`config.mk`:
```
export PLATFORM = sky130hd
export DESIGN_NAME = vdma_burst_engine
export DESIGN_NICKNAME = d
export VERILOG_FILES = /design/src/rtl/vdma_burst_engine.sv
export SDC_FILE = /design/constraint.sdc
export NUM_CORES = 2
export LEC_CHECK = 0
export BUFFER_PORTS_ARGS = -buffer_cell sky130_fd_sc_hd__buf_4
export CAP_MARGIN = 10
export CORE_MARGIN = 2
export CORE_UTILIZATION = 50
export DETAILED_ROUTE_END_ITERATION = 10
export PLACE_DENSITY_LB_ADDON = 0.1
export SYNTH_ARGS = -nofsm -noshare
export SYNTH_HDL_FRONTEND = slang
export SYNTH_SLANG_ARGS = --single-unit
```
`constraint.sdc`:
```
create_clock -name clk -period 20.2 [get_ports clk]
set_input_delay 1.01 -clock clk [delete_from_list [all_inputs] [get_ports clk]]
set_output_delay 1.01 -clock clk [all_outputs]
set_load 0.1 [all_outputs]
```
`src/rtl/vdma_burst_engine.sv`:
```
// Per-channel burst loader (input plane, KxK weights, BN words) followed by a FIFO-buffered
// activation drain; one read burst in flight, requests held until grant/ack, abort wins always.
module vdma_burst_engine #(
   parameter int DATA_WIDTH     = 16,
   parameter int ADDR_WIDTH     = 32,
   parameter int BURST_LEN      = 8,
   parameter int OUT_FIFO_DEPTH = 4,
   parameter int BN_PARAMS      = 4,
   localparam int LW            = $clog2(BURST_LEN + 1)
) (
   input  logic                  clk,
   input  logic                  rst_n,
   input  logic                  start,
   input  logic                  abort,
   input  logic [15:0]           cfg_img_w,
   input  logic [15:0]           cfg_img_h,
   input  logic [3:0]            cfg_kernel,
   input  logic [15:0]           cfg_channels,
   input  logic [ADDR_WIDTH-1:0] input_addr,
   input  logic [ADDR_WIDTH-1:0] weight_addr,
   input  logic [ADDR_WIDTH-1:0] bn_param_addr,
   input  logic [ADDR_WIDTH-1:0] output_addr,
   output logic                  rd_req,
   output logic [ADDR_WIDTH-1:0] rd_addr,
   output logic [LW-1:0]         rd_len,
   input  logic                  rd_gnt,
   input  logic [DATA_WIDTH-1:0] rd_data,
   input  logic                  rd_valid,
   output logic                  wr_req,
   output logic [ADDR_WIDTH-1:0] wr_addr,
   output logic [DATA_WIDTH-1:0] wr_data,
   input  logic                  wr_ack,
   input  logic [DATA_WIDTH-1:0] act_data,
   input  logic                  act_valid,
   output logic                  act_ready,
   input  logic                  processing_done,
   output logic [1:0]            load_phase,
   output logic                  busy,
   output logic                  done,
   output logic                  error
);
   localparam int FAW = (OUT_FIFO_DEPTH > 1) ? $clog2(OUT_FIFO_DEPTH) : 1;
   localparam logic [ADDR_WIDTH-1:0] BYTES_A = ADDR_WIDTH'(DATA_WIDTH / 8);

   typedef enum logic [2:0] {S_IDLE, S_LOAD_IN, S_LOAD_W, S_LOAD_BN, S_WAIT_PROC, S_STORE} state_t;

   state_t                r_state;
   logic [31:0]           r_plane, r_kk, r_total, r_issued, r_accepted, r_written;
   logic [15:0]           r_nch, r_chan;
   logic [ADDR_WIDTH-1:0] r_in_addr, r_wt_addr, r_bn_addr, r_out_addr, r_base, r_out_base;
   logic [ADDR_WIDTH-1:0] r_rd_addr;
   logic [LW-1:0]         r_rd_len, r_beats;
   logic                  r_rd_req, r_open, r_done, r_error;
   logic [DATA_WIDTH-1:0] r_fifo [OUT_FIFO_DEPTH];
   logic [FAW-1:0]        r_wptr, r_rptr;
   logic [FAW:0]          r_count;

   logic [31:0]           w_remaining, w_cfg_plane, w_cfg_kk;
   logic [LW-1:0]         w_len;
   logic                  w_load, w_out_phase, w_full, w_empty, w_push, w_pop, w_phase_end, w_cfg_bad;
   logic [15:0]           w_next_chan;
   logic                  w_unused_rd;

   // Byte offset of a channel's slice within a region: idx * words * BYTES, wrapping.
   function automatic logic [ADDR_WIDTH-1:0] f_off(input logic [31:0] idx, input logic [31:0] words);
      return ADDR_WIDTH'(idx) * ADDR_WIDTH'(words) * BYTES_A;
   endfunction

   assign w_unused_rd  = ^rd_data;
   assign w_cfg_plane  = {16'd0, cfg_img_w} * {16'd0, cfg_img_h};
   assign w_cfg_kk     = {28'd0, cfg_kernel} * {28'd0, cfg_kernel};
   assign w_cfg_bad    = (cfg_img_w == 16'd0) | (cfg_img_h == 16'd0) |
                         (cfg_kernel == 4'd0) | (cfg_channels == 16'd0);
   assign w_remaining  = r_total - r_issued;
   assign w_len        = (w_remaining > 32'(BURST_LEN)) ? LW'(BURST_LEN) : LW'(w_remaining);
   assign w_load       = (r_state == S_LOAD_IN) | (r_state == S_LOAD_W) | (r_state == S_LOAD_BN);
   assign w_out_phase  = (r_state == S_WAIT_PROC) | (r_state == S_STORE);
   assign w_full       = (r_count == (FAW+1)'(OUT_FIFO_DEPTH));
   assign w_empty      = (r_count == '0);
   assign act_ready    = w_out_phase & ~w_full & (r_accepted < r_plane);
   assign w_push       = act_valid & act_ready;
   assign wr_req       = w_out_phase & ~w_empty;
   assign w_pop        = wr_req & wr_ack;
   assign wr_data      = r_fifo[r_rptr];
   assign wr_addr      = r_out_base + ADDR_WIDTH'(r_written) * BYTES_A;
   // Issued already counts the open burst, so its final beat ends the phase.
   assign w_phase_end  = r_open & rd_valid & (r_beats == LW'(1)) & (r_issued == r_total);
   assign w_next_chan  = r_chan + 16'd1;
   assign rd_req       = r_rd_req;
   assign rd_addr      = r_rd_addr;
   assign rd_len       = r_rd_len;
   assign busy         = (r_state != S_IDLE);
   assign done         = r_done;
   assign error        = r_error;

   always_comb begin
      load_phase = 2'd3;
      case (r_state)
         S_LOAD_IN: load_phase = 2'd0;
         S_LOAD_W:  load_phase = 2'd1;
         S_LOAD_BN: load_phase = 2'd2;
         default:   load_phase = 2'd3;
      endcase
   end

   always_ff @(posedge clk) begin
      if (w_push) r_fifo[r_wptr] <= act_data;
   end

   always_ff @(posedge clk or negedge rst_n) begin
      if (!rst_n) begin
         r_wptr  <= '0;
         r_rptr  <= '0;
         r_count <= '0;
      end else if (abort) begin
         r_wptr  <= '0;
         r_rptr  <= '0;
         r_count <= '0;
      end else begin
         if (w_push) r_wptr <= r_wptr + FAW'(1);
         if (w_pop)  r_rptr <= r_rptr + FAW'(1);
         r_count <= r_count + (FAW+1)'(w_push) - (FAW+1)'(w_pop);
      end
   end

   always_ff @(posedge clk or negedge rst_n) begin
      if (!rst_n) begin
         r_state    <= S_IDLE;
         r_plane    <= '0;  r_kk      <= '0;  r_total   <= '0;  r_issued  <= '0;
         r_accepted <= '0;  r_written <= '0;  r_nch     <= '0;  r_chan    <= '0;
         r_in_addr  <= '0;  r_wt_addr <= '0;  r_bn_addr <= '0;  r_out_addr <= '0;
         r_base     <= '0;  r_out_base <= '0; r_rd_addr <= '0;  r_rd_len  <= '0;
         r_beats    <= '0;  r_rd_req  <= 1'b0; r_open   <= 1'b0;
         r_done     <= 1'b0; r_error  <= 1'b0;
      end else begin
         r_done  <= 1'b0;
         r_error <= 1'b0;
         if (abort) begin
            r_state    <= S_IDLE;
            r_rd_req   <= 1'b0;
            r_open     <= 1'b0;
            r_beats    <= '0;
            r_issued   <= '0;
            r_total    <= '0;
            r_chan     <= '0;
            r_accepted <= '0;
            r_written  <= '0;
         end else begin
            if (w_push) r_accepted <= r_accepted + 32'd1;
            if (w_pop)  r_written  <= r_written + 32'd1;
            if (w_load) begin
               if (r_rd_req && rd_gnt) begin
                  r_rd_req <= 1'b0;
                  r_open   <= 1'b1;
                  r_beats  <= r_rd_len;
                  r_issued <= r_issued + 32'(r_rd_len);
               end else if (!r_rd_req && !r_open && w_remaining != 32'd0) begin
                  r_rd_req  <= 1'b1;
                  r_rd_addr <= r_base + ADDR_WIDTH'(r_issued) * BYTES_A;
                  r_rd_len  <= w_len;
               end
               if (r_open && rd_valid) begin
                  r_beats <= r_beats - LW'(1);
                  if (r_beats == LW'(1)) r_open <= 1'b0;
               end
            end
            case (r_state)
               S_IDLE: if (start) begin
                  if (w_cfg_bad) begin
                     r_error <= 1'b1;
                  end else begin
                     r_plane    <= w_cfg_plane;
                     r_kk       <= w_cfg_kk;
                     r_nch      <= cfg_channels;
                     r_in_addr  <= input_addr;
                     r_wt_addr  <= weight_addr;
                     r_bn_addr  <= bn_param_addr;
                     r_out_addr <= output_addr;
                     r_chan     <= '0;
                     r_base     <= input_addr;
                     r_total    <= w_cfg_plane;
                     r_issued   <= '0;
                     r_state    <= S_LOAD_IN;
                  end
               end
               S_LOAD_IN: if (w_phase_end) begin
                  r_base   <= r_wt_addr + f_off(32'(r_chan), r_kk);
                  r_total  <= r_kk;
                  r_issued <= '0;
                  r_state  <= S_LOAD_W;
               end
               S_LOAD_W: if (w_phase_end) begin
                  r_base   <= r_bn_addr + f_off(32'(r_chan), 32'(BN_PARAMS));
                  r_total  <= 32'(BN_PARAMS);
                  r_issued <= '0;
                  r_state  <= S_LOAD_BN;
               end
               S_LOAD_BN: if (w_phase_end) begin
                  r_out_base <= r_out_addr + f_off(32'(r_chan), r_plane);
                  r_accepted <= '0;
                  r_written  <= '0;
                  r_state    <= S_WAIT_PROC;
               end
               S_WAIT_PROC: if (processing_done) r_state <= S_STORE;
               S_STORE: if (r_written == r_plane) begin
                  if (r_chan < r_nch - 16'd1) begin
                     r_chan   <= w_next_chan;
                     r_base   <= r_in_addr + f_off(32'(w_next_chan), r_plane);
                     r_total  <= r_plane;
                     r_issued <= '0;
                     r_state  <= S_LOAD_IN;
                  end else begin
                     r_done  <= 1'b1;
                     r_state <= S_IDLE;
                  end
               end
               default: r_state <= S_IDLE;
            endcase
         end
      end
   end
endmodule

```
==> run summary <==
The run finished with clean final reports. By startpoint and endpoint, the worst setup path is classified as flip-flop to flip-flop. Worst slew margin relative to its limit: 0.176.

Clock latency on the worst-skew pair, taken at its later pin, is 0.70 ns. The tools report the library cell used as clock root buffer as clkbuf_16. Once the clock tree was built, the setup fixing pass inserted 0 buffers. For the count of nets after finishing, the log shows 9,464. Cell occurring most often along the worst timing path: fa_1. The power density over the cells is 97.4 nW/um2. The final critical-path required period came out at 11.02 ns. In this run, placement finished with an instance count of 9,546. Data on the critical path is required at its endpoint by 20.80 ns. The logs give 137,000 um2 for the die area and 0.0908 GHz for the achievable frequency. Routed length on met2: 93.5 mm. The maximum count of clock buffers along a single path came out at 3. Share of post-route cells with drive strength above 1: 0.0766. For the count of warnings emitted by yosys, the log shows 0. Effective utilization at floorplan: 0.504. Worst hold path class: input pin to asynchronous set/reset pin. VDD sags by at most 0.260 mV.

Share of synthesized flip-flops with an asynchronous set or reset: 0.874. The number of different library cells used by synthesis comes to 89. Setup repair after global routing left no endpoint under its margin. Counting flops and latches in the post-synthesis netlist gives 509.

The tools report the number of nets still failing antenna checks after routing as 0. After clock tree synthesis, the clock-pin slew on the worst setup and hold paths is 0.06 ns. The run gives 0 as the number of buffers inserted by hold repair at cts. The final number of max-transition violations was 0; the number of port buffers was 296.

After legalization and detailed placement, the total HPWL measured 154 mm. Across all setup checks in the final design, the least slack found is 9.18 ns. Compared with the post-synthesis result, the final layout area differs by 9.19%.

The final clock period utilization by the worst path was 0.545. TritonCTS built the clock tree. For this block, the routed nets add up to 201 mm of wire.

The die span in x works out to 370 um. The number of global-route vias before repair was 54,955; the arrival time reported for the critical path endpoint was 11.61 ns. The first global-routing pass estimated 316 mm of wire. The core region is 133,000 um2.

The routed layout has 54,221 vias. Element type at the critical path end: a flip-flop. The run gives 88 as the pin count of the biggest net entering global routing. The share of the yosys chip area belonging to registers is 0.194, and the number of top-level design ports is 313. Max-cap violations in this run came to 0. Row generation in the floorplan step produced 134 rows. After detailed routing, no signal wire sits above met4.

For the detailed-routing iteration count for the pre-antenna-repair pass, the log shows 6. The largest stage delay on the critical path is 0.89 ns, and the DRC violations left is 0. The sequential power share is 0.204, and the number of synthesized flops with an enable pin is 64. The most used flip-flop cell after synthesis was dfrtp_1. After global routing the overflow that remains totals 0.

Clock tree synthesis inserted a total of 66 buffers. Using the TritonRoute via totals, the vias-per-cell ratio works out to 5.61. Summed over all failing endpoints, the final setup total negative slack is 0 ns. Once the clock tree was built, the resizer swapped 0 gates to a different size.

The vertical die dimension works out to 370 um. The startpoint type of the worst setup path is a flip-flop. The internal portion of the total power is 3460 uW. The fraction of power consumed by the clock network is 0.176.

Synthesis produced 7,755 cells. The final hold violation count came out at 0. Summed over all nets, the switching power comes to 3670 uW.

The total routing usage reported by global routing was 0.297. In the final routed layout, each cell accounts on average for 20.8 um. The final clock skew was 0.0441 ns. Number of antenna violations at the first check in global routing: 4. The synthesized area divided by synthesized cell count works out to 8.66 um2.

The peak fanout along the critical path is 49. The tools report the cell area after technology mapping as 67,100 um2. The slowest stage of the critical path is the o41ai_1 cell.

The fraction of power consumed by combinational cells is 0.620, and the switching share of total power is 0.515. CTS built an H-tree with a depth of 3. The routability-driven placement congestion ratio came out at 0.932. The logs give 9.20 ns for the worst slack at placement and 509 for the CTS sink count. The analysis attributes to cell leakage a power of 0.0351 uW. In the final routing, the length of wire on met1 measures 87.7 mm. The met3 wire length was 12.8 mm; the transition time of the tightest slew-check pin was 1.23 ns.

The run gives 4,115 as the starting DRC count in detailed routing. Setup violations remaining at the end of the flow were counted as 0. The number of antenna diodes in the final layout is 0. Number of cells in the finished layout apart from fillers: 9,664.
-- stage by stage --
stage / area (um2) / hold WS [ns] / utilization / power (uW)
finish: 73300 / 0.328 / 0.550 / 7140
global route: 73300 / 0.369 / 0.550 / 7650
CTS: 73300 / 0.314 / 0.550 / 7130
detailed placement: 71000 / 0.467 / 0.533 / 5830
global placement: 71000 / 0.460 / 0.533 / 5780
floorplan: 67100 / 0.440 / - / 4340
-- cells in the mapped netlist, types with 57 or more instances --
cell / n / share of area
o21ai_0: 243 / 0.018
a21o_1: 120 / 0.013
nor3_1: 88 / 0.0066
nor2_1: 372 / 0.021
dfrtp_1: 445 / 0.17
nand2_1: 1480 / 0.083
clkbuf_1: 334 / 0.019
xor2_1: 149 / 0.019
edfxtp_1: 64 / 0.029
fa_1: 854 / 0.25
xnor2_1: 284 / 0.037
nand2b_1: 90 / 0.0084
a21oi_1: 286 / 0.021
and3_1: 57 / 0.0053
nand3_1: 128 / 0.0095
inv_1: 1070 / 0.060
and2_1: 360 / 0.034
ha_1: 542 / 0.10
-- logic make-up after synthesis --
logic type               count (synthesis)  share of synthesized area
AND/OR/NAND/NOR                       2819                      0.191
buffers and inverters                 1437                     0.0807
adder cells (fa/ha/maj)               1396                      0.356
AO/OA/AOI/OAI                         1075                      0.103
flip-flops                             509                      0.194
XOR/XNOR                               435                     0.0572
multiplexers                            83                     0.0177
other                                    1                  0.0000559
-- critical path: cells and delay by family (launching register included) --
family / cells / cell delay, ns
AOI/OAI and AO/OA: 9 / 2.82
and+or+nand+nor: 7 / 1.97
xor gates and xnor gates: 4 / 1.08
adders and majority gates: 8 / 3.56
buffers and inverters: 6 / 1.15
DFF: 1 / 0.35
-- path summary, 6_finish.rpt --
path	slack, ns	cells past startpoint	end	from
worst max-delay path	9.18	34	r_base[31]	r_chan[0]
worst min-delay path	0.33	1	r_bn_addr[30]	rst_n
worst max register to register	9.18	34	r_base[31]	r_chan[0]
worst min register to register	0.48	2	r_out_base[1]	r_out_base[1]
max in group asynchronous	16.88	4	r_plane[31]	rst_n
min in group clk	0.48	2	r_out_base[1]	r_out_base[1]
-- registers in the layout, summed over array words and instances (netlist names), 3 cells and up --
signal / cells
r_plane: 32
r_out_addr: 32
r_beats: 4
r_wt_addr: 32
r_total: 32
r_kk: 7
r_accepted: 32
r_written: 32
r_nch: 16
rd_len: 4
r_count: 3
rd_addr: 32
r_bn_addr: 32
r_state: 3
r_base: 32
r_issued: 32
r_in_addr: 32
r_chan: 16
r_out_base: 32
r_fifo: 64
-- layer usage --
metal	track usage	vias up
met5	0	-
met4	0.0979	0
met3	0.0464	315
met2	0.486	1612
met1	0.405	27215
li1	-	25079
-- cell type report --
class / instances / area, um2
repair buffers: 388 / 2920
clock buffers: 88 / 1850
clock inverters: 29 / 444
multi-input cells: 5810 / 48800
flip-flops and latches: 509 / 13100
well taps: 1768 / 2210
fillers: 12333 / 60000
inverters: 1072 / 4020
-- cells in the final DEF (no fill, tap or decap), types with 12 or more instances in the layout --
cell       synthesis  layout
nand2_1         1480    1480
inv_1           1070    1070
fa_1             854     854
ha_1             542     542
dfrtp_1          445     437
buf_4              1     387
nor2_1           372     369
and2_1           360     360
a21oi_1          286     286
xnor2_1          284     281
o21ai_0          243     243
xor2_1           149     146
nand3_1          128     128
a21o_1           120     120
nand2b_1          90      89
nor3_1            88      87
clkbuf_16          0      66
edfxtp_1          64      64
and3_1            57      57
o21a_1            53      53
a211oi_1          48      48
nor4_1            44      44
nor2b_1           47      44
nand4_1           42      42
or3_1             38      37
a31oi_1           37      37
o21bai_1          35      35
o31ai_1           32      32
mux2_4            28      28
mux2i_1           27      27
o211ai_1          25      25
or4_1             23      23
a22oi_1           22      22
a221oi_1          19      19
o22ai_1           16      16
or2_2             16      16
mux4_2            16      16
mux2_2            12      12
clkbuf_8           0      12
-- power by group through the flow --
stage	combinational, uW	sequential [uW]	clock (uW)
finish	4430	1450	1260
CTS	4390	1450	1290
detailed placement	4370	1460	0
global placement	4320	1460	0
global route	4850	1470	1330
floorplan	2780	1570	0
No activity file was read; power rests on OpenSTA's default activity.
